--- src/rtl/itr_ctrl_pkg.sv ---
// Shared types and helpers for the interrupt controller.
// Latency: n/a (declarations only).
// Backpressure: n/a.
package itr_ctrl_pkg;

   // Controller states; encodings are fixed so they read the same in waveforms.
   typedef enum logic [1:0] {
      IDLE = 2'd0,
      FIRE = 2'd1,
      WAIT = 2'd2,
      GAP  = 2'd3
   } state_t;

   // Width of an index/address over n values, never narrower than one bit.
   function automatic int w_of(input int n);
      return (n > 1) ? $clog2(n) : 1;
   endfunction

endpackage

--- src/rtl/itr_ctrl_prio_enc.sv ---
// Lowest-index priority encoder.
// Latency: combinational.
// Backpressure: none.
// Ports: req (request vector), valid (any request set), idx (lowest set index).
module prio_enc
   import itr_ctrl_pkg::*;
#(
   parameter int N = 4
) (
   input  logic [N-1:0]         req,
   output logic                 valid,
   output logic [w_of(N)-1:0]   idx
);

   localparam int IW = w_of(N);

   // Scan from the top down so the last hit, the lowest index, wins.
   always_comb begin
      idx = '0;
      for (int i = N - 1; i >= 0; i--) begin
         if (req[i]) idx = IW'(i);
      end
   end

   assign valid = |req;

endmodule

--- src/rtl/itr_ctrl.sv ---
// Interrupt sequencer: edge-detects requests, fires one itr pulse per source, retires on ID read.
// Latency: irq rise to itr high is two clk edges; itr pulses are spaced at least 2+GAPCYC cycles.
// Backpressure: a source stays pending until acknowledged; repeat edges while pending set ovf.
// Ports: clk/rst; irq request lines; snooped processor I/O bus (io_out, addr_out, out_en,
//        addr_in, req_in); itr pulse, id_data (source in service), busy, ovf (sticky lost edges).
module itr_ctrl
   import itr_ctrl_pkg::*;
#(
   parameter int NUITRS = 4,
   parameter int NUBITS = 16,
   parameter int NUIOIN = 2,
   parameter int NUIOOU = 2,
   parameter int ADDRID = 0,
   parameter int ADDRMK = 0,
   parameter int GAPCYC = 4
) (
   input  logic                      clk,
   input  logic                      rst,
   input  logic [NUITRS-1:0]         irq,
   input  logic [NUBITS-1:0]         io_out,
   input  logic [w_of(NUIOOU)-1:0]   addr_out,
   input  logic                      out_en,
   input  logic [w_of(NUIOIN)-1:0]   addr_in,
   input  logic                      req_in,
   output logic                      itr,
   output logic [NUBITS-1:0]         id_data,
   output logic                      busy,
   output logic [NUITRS-1:0]         ovf
);

   localparam int IDW = w_of(NUITRS);
   localparam int AIW = w_of(NUIOIN);
   localparam int AOW = w_of(NUIOOU);
   localparam int CW  = w_of(GAPCYC + 1);
   localparam logic [AIW-1:0] A_ID    = AIW'(ADDRID);
   localparam logic [AOW-1:0] A_MK    = AOW'(ADDRMK);
   localparam bit             HAS_GAP = (GAPCYC > 0);
   localparam logic [CW-1:0]  GAP_LD  = CW'((GAPCYC > 0) ? GAPCYC - 1 : 0);

   state_t              state, state_n;
   logic [NUITRS-1:0]   irq_q, pending, mask;
   logic [NUITRS-1:0]   rise, elig, clr;
   logic [IDW-1:0]      id, win_idx;
   logic                win_vld;
   logic [CW-1:0]       cnt, cnt_n;
   logic                ack, load, retire;
   logic                unused_io;

   // Only the low NUITRS bits of the output bus form the mask.
   assign unused_io = ^io_out;

   assign rise = irq & ~irq_q;
   assign elig = pending & mask;
   assign ack  = req_in && (addr_in == A_ID);
   assign clr  = retire ? (NUITRS'(1) << id) : '0;

   prio_enc #(.N(NUITRS)) u_prio (
      .req   (elig),
      .valid (win_vld),
      .idx   (win_idx)
   );

   always_comb begin
      state_n = state;
      cnt_n   = cnt;
      load    = 1'b0;
      retire  = 1'b0;
      unique case (state)
         IDLE: begin
            if (win_vld) begin
               load    = 1'b1;
               state_n = FIRE;
            end
         end
         FIRE, WAIT: begin
            if (ack) retire  = 1'b1;
            else     state_n = WAIT;
         end
         GAP: begin
            if (cnt == '0) state_n = IDLE;
            else           cnt_n   = cnt - 1'b1;
         end
         default: state_n = IDLE;
      endcase
      if (retire) begin
         if (HAS_GAP) begin
            state_n = GAP;
            cnt_n   = GAP_LD;
         end else begin
            state_n = IDLE;
         end
      end
   end

   always_ff @(posedge clk) begin
      if (rst) begin
         state   <= IDLE;
         irq_q   <= '0;
         pending <= '0;
         mask    <= '0;
         ovf     <= '0;
         id      <= '0;
         cnt     <= '0;
      end else begin
         state   <= state_n;
         cnt     <= cnt_n;
         irq_q   <= irq;
         // A new edge survives a same-cycle retire so it is served again.
         pending <= (pending & ~clr) | rise;
         ovf     <= ovf | (rise & pending);
         if (out_en && (addr_out == A_MK)) mask <= io_out[NUITRS-1:0];
         if (load) id <= win_idx;
      end
   end

   assign itr     = (state == FIRE);
   assign busy    = (state != IDLE);
   assign id_data = NUBITS'(id);

endmodule

--- config.mk ---
export PLATFORM = sky130hd
export DESIGN_NAME = itr_ctrl
export DESIGN_NICKNAME = d
export VERILOG_FILES = /design/src/rtl/itr_ctrl_pkg.sv /design/src/rtl/itr_ctrl_prio_enc.sv /design/src/rtl/itr_ctrl.sv
export SDC_FILE = /design/constraint.sdc
export NUM_CORES = 1
export LEC_CHECK = 0
export ABC_AREA = 1
export BUFFER_PORTS_ARGS = -buffer_cell sky130_fd_sc_hd__buf_2
export CORE_MARGIN = 1
export CORE_UTILIZATION = 52
export CTS_BUF_LIST = sky130_fd_sc_hd__clkbuf_8
export DETAILED_ROUTE_END_ITERATION = 10
export PLACE_DENSITY = 0.95
export SETUP_SLACK_MARGIN = 0.15
export SKIP_LAST_GASP = 1
export SLEW_MARGIN = 10
export SYNTH_ARGS = -nofsm -noshare
export SYNTH_HDL_FRONTEND = slang
export SYNTH_SLANG_ARGS = --single-unit
--- constraint.sdc ---
create_clock -name clk -period 2.6 [get_ports clk]
set_input_delay 0.39 -clock clk [delete_from_list [all_inputs] [get_ports clk]]
set_output_delay 0.39 -clock clk [all_outputs]
set_load 0.05 [all_outputs]
== After elaboration in Yosys (flattened, before gate mapping) ==
Index checks and enable logic that the tools add are counted.
Storage, ports and cells
  flip-flop bits (word level): 23
  logic and storage cells: 57
Cells by class
  reductions and logical operators: 12
  add/sub/neg operators: 1
  shifts and indexed selects: 1
  multiplexer cells: 17
  bitwise logic cells: 11
  equal/unequal tests: 7
Operators by type and width (count)
  $mux 2: 11
  $and 4x4->4: 4
  $not 4->4: 2
  $or 4x4->4: 2
  $ne 3x3->1 const B: 2
  $pmux 2 s3: 1
  $eq 2x2->1 const B: 2
  $mux 1: 4
  $mux 4: 1
  $reduce_and 2->1: 2
  $reduce_bool 2->1: 2
  $reduce_or 2->1: 2
  $reduce_or 4->1: 1
  $shl 1x2->4 const A: 1
  $logic_not 3->1: 1
  $ne 3x2->1 const B: 1
  $not 1->1: 3
  $reduce_and 3->1: 1
  $sub 3x1->3 const B: 1
  $eq 2x1->1 const B: 1
  $logic_and 1x1->1: 2
  $logic_not 2->1: 1
  $ne 2x2->1 const B: 1

== Logic depth before layout (Yosys ltp) ==
  depth in word-level cells: 8
  depth in mapped cells: 8

== Modules after synthesis ==
A second synthesis with hierarchy kept.
Unflattened totals
  cells, all modules: 165
  area total of the unflattened synthesis: 1172.4 um^2
By module, submodules not included
  itr_ctrl: times used 1, area each 1126.1 um^2, cells each 156
  prio_enc: times used 1, area each 46.3 um^2, cells each 9

== Worst setup path before layout ==
OpenSTA, ideal clock, no wires.
  path type: register to register
  from: register state[0]
  to: register state[1]
  cell stages (with the launch flop): 9
  library setup time: 115 ps
  path slack: 1206 ps
  arrival time: 1279 ps
  buffers on the path: 0
  period minus slack after synthesis: 1394 ps
  required time: 2485 ps
  path through: dfxtp_1 inv_1 ha_1 inv_1 nor2_1 nand2_1 nand3_2 nand2_1 nor2_1
On the way
  cells in the longest elaborated chain, start to end: 5
Ends and longest elaborated chain
  from (decl): line itr_ctrl.sv:40  | state_t state, state_n;
  from (signal assigned): line itr_ctrl.sv:105  | state <= state_n;
  $eq 2x1->1 or $eq 2x2->1 (tied branches): line itr_ctrl.sv:68  | unique case (state)
  $reduce_or 2->1: line itr_ctrl.sv:68
  $mux 1: line itr_ctrl.sv:68
  $ne 3x2->1 (no source line) or $ne 3x3->1 (tied branches)
  $reduce_and 3->1 (no source line)
Several ways; a longest one is shown, not always the timed one.
A chain may end at the register's enable or synchronous reset.

== Final worst setup path ==
  from: register state[0]
  to: output port busy
On the way
  cells in the longest elaborated chain, start to end: 1
Ends and longest elaborated chain
  $reduce_bool 2->1: line itr_ctrl.sv:117  | assign busy = (state != IDLE);
  to (decl): line itr_ctrl.sv:27  | output logic busy,
Every way passes these cells.

==> impl_metrics.xml <==
<?xml version="1.0" encoding="UTF-8"?>
<metrics>
  <group name="status">
    <metric name="status" unit="">finished, final reports clean</metric>
  </group>
  <group name="global_routing">
    <metric name="global_route.usage.met3" unit="">0.02830</metric>
    <metric name="grt_pass1_vias" unit="">820</metric>
    <metric name="antenna_found_initial" unit="">0</metric>
    <metric name="global_route.peak_usage_layer" unit="">met2</metric>
    <metric name="grt_use_met1" unit="">0.2028</metric>
    <metric name="global_route.overflow_total" unit="">0</metric>
    <metric name="grt_start_max_net_pins" unit="">15</metric>
    <metric name="grt_first_pass_wirelength" unit="µm">3118</metric>
    <metric name="grtUsageMet2" unit="">0.2824</metric>
    <metric name="grt.total_usage" unit="">0.1715</metric>
  </group>
  <group name="layout">
    <metric name="multi_input_comb_area" unit="µm²">506.7</metric>
    <metric name="nets" unit="">207</metric>
    <metric name="antennaDiodeCount" unit="">0</metric>
    <metric name="layout_common_cells" unit="">sky130_fd_sc_hd__inv_1, sky130_fd_sc_hd__nand2_1, sky130_fd_sc_hd__dfxtp_1</metric>
    <metric name="non_filler_cells_in_the_finished_layout" unit="">202</metric>
    <metric name="layout-drive-gt1-share" unit="">0.1714</metric>
    <metric name="final_area" unit="µm²">1254</metric>
    <metric name="fill_cells" unit="">193</metric>
    <metric name="flow.area_growth_from_synthesis" unit="%">10.96</metric>
    <metric name="sequential_cell_area" unit="µm²">460.4</metric>
  </group>
  <group name="run">
    <metric name="cap_violations" unit="">0</metric>
  </group>
  <group name="yosys">
    <metric name="post_synth_instance_area" unit="µm²">1130</metric>
    <metric name="synth.ff_latch_count" unit="">23</metric>
    <metric name="syn_avg_cell_area" unit="µm²">7.433</metric>
    <metric name="synthCells" unit="">152</metric>
    <metric name="ys_warn_count" unit="">0</metric>
    <metric name="synth.distinct_cells" unit="">17</metric>
    <metric name="synth_sequential_area_ratio" unit="">0.4075</metric>
  </group>
  <group name="worst_setup_path">
    <metric name="worst_path_largest_cell_delay" unit="ps">370</metric>
    <metric name="critical_path.reg2reg.startpoint" unit="">state[0]$_SDFFE_PP0P_</metric>
    <metric name="cell_breakdown_of_the_critical_path" unit="">inv_1 -&gt; ha_1 -&gt; inv_1 -&gt; buf_2</metric>
    <metric name="critical-path-slowest-cell" unit="">sky130_fd_sc_hd__dfxtp_1</metric>
    <metric name="critPathLaunchType" unit="">register</metric>
    <metric name="endpoint_kind" unit="">output port</metric>
    <metric name="reg2reg_setup_slack" unit="ps">1240</metric>
    <metric name="ff2ff_path_depth" unit="">6</metric>
    <metric name="crit_top_cell" unit="">sky130_fd_sc_hd__inv_1</metric>
    <metric name="cp_max_fo" unit="">4</metric>
    <metric name="worstReg2RegEnd" unit="">state[0]$_SDFFE_PP0P_</metric>
    <metric name="worstPathRequired" unit="ps">2210</metric>
    <metric name="worst_ep_arrival_time" unit="ps">1290</metric>
    <metric name="timing.setup.critical_path_class" unit="">reg -&gt; out</metric>
  </group>
  <group name="place">
    <metric name="post_detailed_placement_half_perimeter_wirelength" unit="µm">1387</metric>
    <metric name="globalplace.congestion" unit="">0.8174</metric>
    <metric name="placedInstanceArea" unit="µm²">1207</metric>
    <metric name="dpl.cell_count" unit="">198</metric>
    <metric name="placement.io_buffers" unit="">21</metric>
  </group>
  <group name="pwr">
    <metric name="ir_worst_vdd" unit="mV">0.4734</metric>
    <metric name="power_per_cell_area" unit="nW/µm²">766.5</metric>
    <metric name="cellLeakagePower" unit="nW">0.6671</metric>
    <metric name="p_total" unit="µW">960.9</metric>
  </group>
  <group name="sta">
    <metric name="period_share" unit="">0.6451</metric>
    <metric name="timing.final.crit_period" unit="ps">1677</metric>
    <metric name="slew_viol_final" unit="">0</metric>
    <metric name="rsz0062_at_grt" unit="">no</metric>
    <metric name="max_freq" unit="GHz">0.5962</metric>
    <metric name="setup_viol" unit="">0</metric>
    <metric name="final_hold_viol_count" unit="">0</metric>
    <metric name="timing.clock.skew" unit="ps">0.9125</metric>
    <metric name="timing.setup.tns" unit="ps">0</metric>
    <metric name="hold_slack" unit="ps">347.6</metric>
  </group>
  <group name="cts">
    <metric name="clkSlewWorstSetupHoldPaths" unit="ps">80</metric>
    <metric name="ctsHtreeMaxLevel" unit="">1</metric>
    <metric name="clock_sinks" unit="">23</metric>
    <metric name="clk_latency" unit="ps">260</metric>
    <metric name="cts_buffers" unit="">3</metric>
    <metric name="buffer_count_from_post_cts_setup_fixing" unit="">0</metric>
    <metric name="tritoncts" unit="">built</metric>
    <metric name="ctsRootBufferMaster" unit="">sky130_fd_sc_hd__clkbuf_8</metric>
    <metric name="cts-hold-fix-buffers" unit="">0</metric>
    <metric name="cts_buffer_depth" unit="">2</metric>
    <metric name="post_cts.resized_instances" unit="">0</metric>
  </group>
  <group name="detailed_routing">
    <metric name="wirelength" unit="µm">1860</metric>
    <metric name="post_drt_via_cell_ratio" unit="">4.708</metric>
    <metric name="via_count" unit="">951</metric>
    <metric name="detail_route.drc_violations" unit="">0</metric>
    <metric name="detail_route.first_pass.iterations" unit="">4</metric>
    <metric name="drtAntennaViolNets" unit="">0</metric>
    <metric name="drt_first_iter_violations" unit="">24</metric>
    <metric name="drt-wirelength-per-cell" unit="µm">9.208</metric>
  </group>
  <group name="worst_hold_path">
    <metric name="hold_end" unit="">irq_q[2]$_SDFF_PP0_</metric>
    <metric name="min_path_cells" unit="">3</metric>
    <metric name="worst_hold_startpoint" unit="">irq[2]</metric>
    <metric name="worst_hold_path_type" unit="">in -&gt; reg</metric>
  </group>
  <group name="floorplan">
    <metric name="core.rowCount" unit="">16</metric>
    <metric name="ios" unit="">48</metric>
    <metric name="initial_utilization" unit="">0.5644</metric>
    <metric name="area_of_the_die" unit="µm²">2363</metric>
    <metric name="die_width" unit="µm">48.61</metric>
    <metric name="core_outline_area" unit="µm²">2002</metric>
    <metric name="die_h" unit="µm">48.61</metric>
  </group>
</metrics>
power by group:
| group | internal [mW] | leakage, nW | switching (mW) | total (mW) |
|---|---|---|---|---|
| Sequential | 0.390 | 0.190 | 0.0231 | 0.413 |
| Clock | 0.107 | 0.0255 | 0.114 | 0.221 |
| Combinational | 0.0905 | 0.452 | 0.237 | 0.327 |
per-layer routing:
layer / routed length, µm / share of wire
met4: 57 / 0.031
met3: 106 / 0.057
met5: 0 / 0
met2: 847 / 0.46
met1: 848 / 0.46
stage by stage:
step / setup slack (ps) / util
detailed placement: 1223 / 0.6031
global placement: 1246 / 0.6031
CTS: 907.9 / 0.6263
global route: 856.4 / 0.6263
floorplan: 1206 / -
finish: 922.7 / 0.6263
final cells by class:
class                           instances  share of cell area
Sequential cell                        23              0.3673
Multi-Input combinational cell        100              0.4042
Clock inverter                          1            0.003992
Clock buffer                            3             0.03293
Inverter                               27             0.08084
Tap cell                               27             0.02695
Timing Repair Buffer                   21             0.08383
kinds of logic after synthesis:
logic type	synth area share
AND/OR/NAND/NOR	0.2193
adder cells (fa/ha/maj)	0.05537
other	0.003319
AO/OA/AOI/OAI	0.1274
buffers and inverters	0.1871
flip-flops	0.4075
critical path: cells and delay by family, from the launching register on:
kind / cells / cell delay [ps]
adders and majority gates: 1 / 230
buffers and inverters: 3 / 420
DFF: 1 / 370
registers in the layout, indices dropped and copies added, names as in the netlist:
signal   count
irq_q        4
state        2
ovf          4
mask         4
id           2
cnt          3
pending      4
worst max-delay path by stage:
stage	from	end	cells after the start
2_1_floorplan	state[0]$_SDFFE_PP0P_	state[1]$_SDFFE_PP0P_	8
3_3_place_gp	state[0]$_SDFFE_PP0P_	busy	4
5_1_grt	state[0]$_SDFFE_PP0P_	busy	4
4_1_cts	state[0]$_SDFFE_PP0P_	busy	4
6_report	state[0]$_SDFFE_PP0P_	busy	4
3_5_place_dp	state[0]$_SDFFE_PP0P_	busy	4
synth_stat cells:
master | instances | area [µm²]
sky130_fd_sc_hd__nand2_4 | 1 | 11.26
sky130_fd_sc_hd__nand2_1 | 26 | 97.59
sky130_fd_sc_hd__inv_1 | 26 | 97.59
sky130_fd_sc_hd__nor2_1 | 17 | 63.81
sky130_fd_sc_hd__nand3_1 | 8 | 40.04
sky130_fd_sc_hd__a21boi_4 | 1 | 18.77
sky130_fd_sc_hd__conb_1 | 1 | 3.750
sky130_fd_sc_hd__o21ai_0 | 11 | 55.05
sky130_fd_sc_hd__buf_2 | 1 | 5.000
sky130_fd_sc_hd__inv_2 | 1 | 3.750
sky130_fd_sc_hd__nor3_1 | 1 | 5.000
sky130_fd_sc_hd__nand3_2 | 1 | 10.01
sky130_fd_sc_hd__buf_4 | 14 | 105.1
sky130_fd_sc_hd__dfxtp_1 | 23 | 460.4
sky130_fd_sc_hd__nand3b_4 | 1 | 20.02
sky130_fd_sc_hd__ha_1 | 5 | 62.56
sky130_fd_sc_hd__a21oi_1 | 14 | 70.07
(Power assumes the default switching activity.)
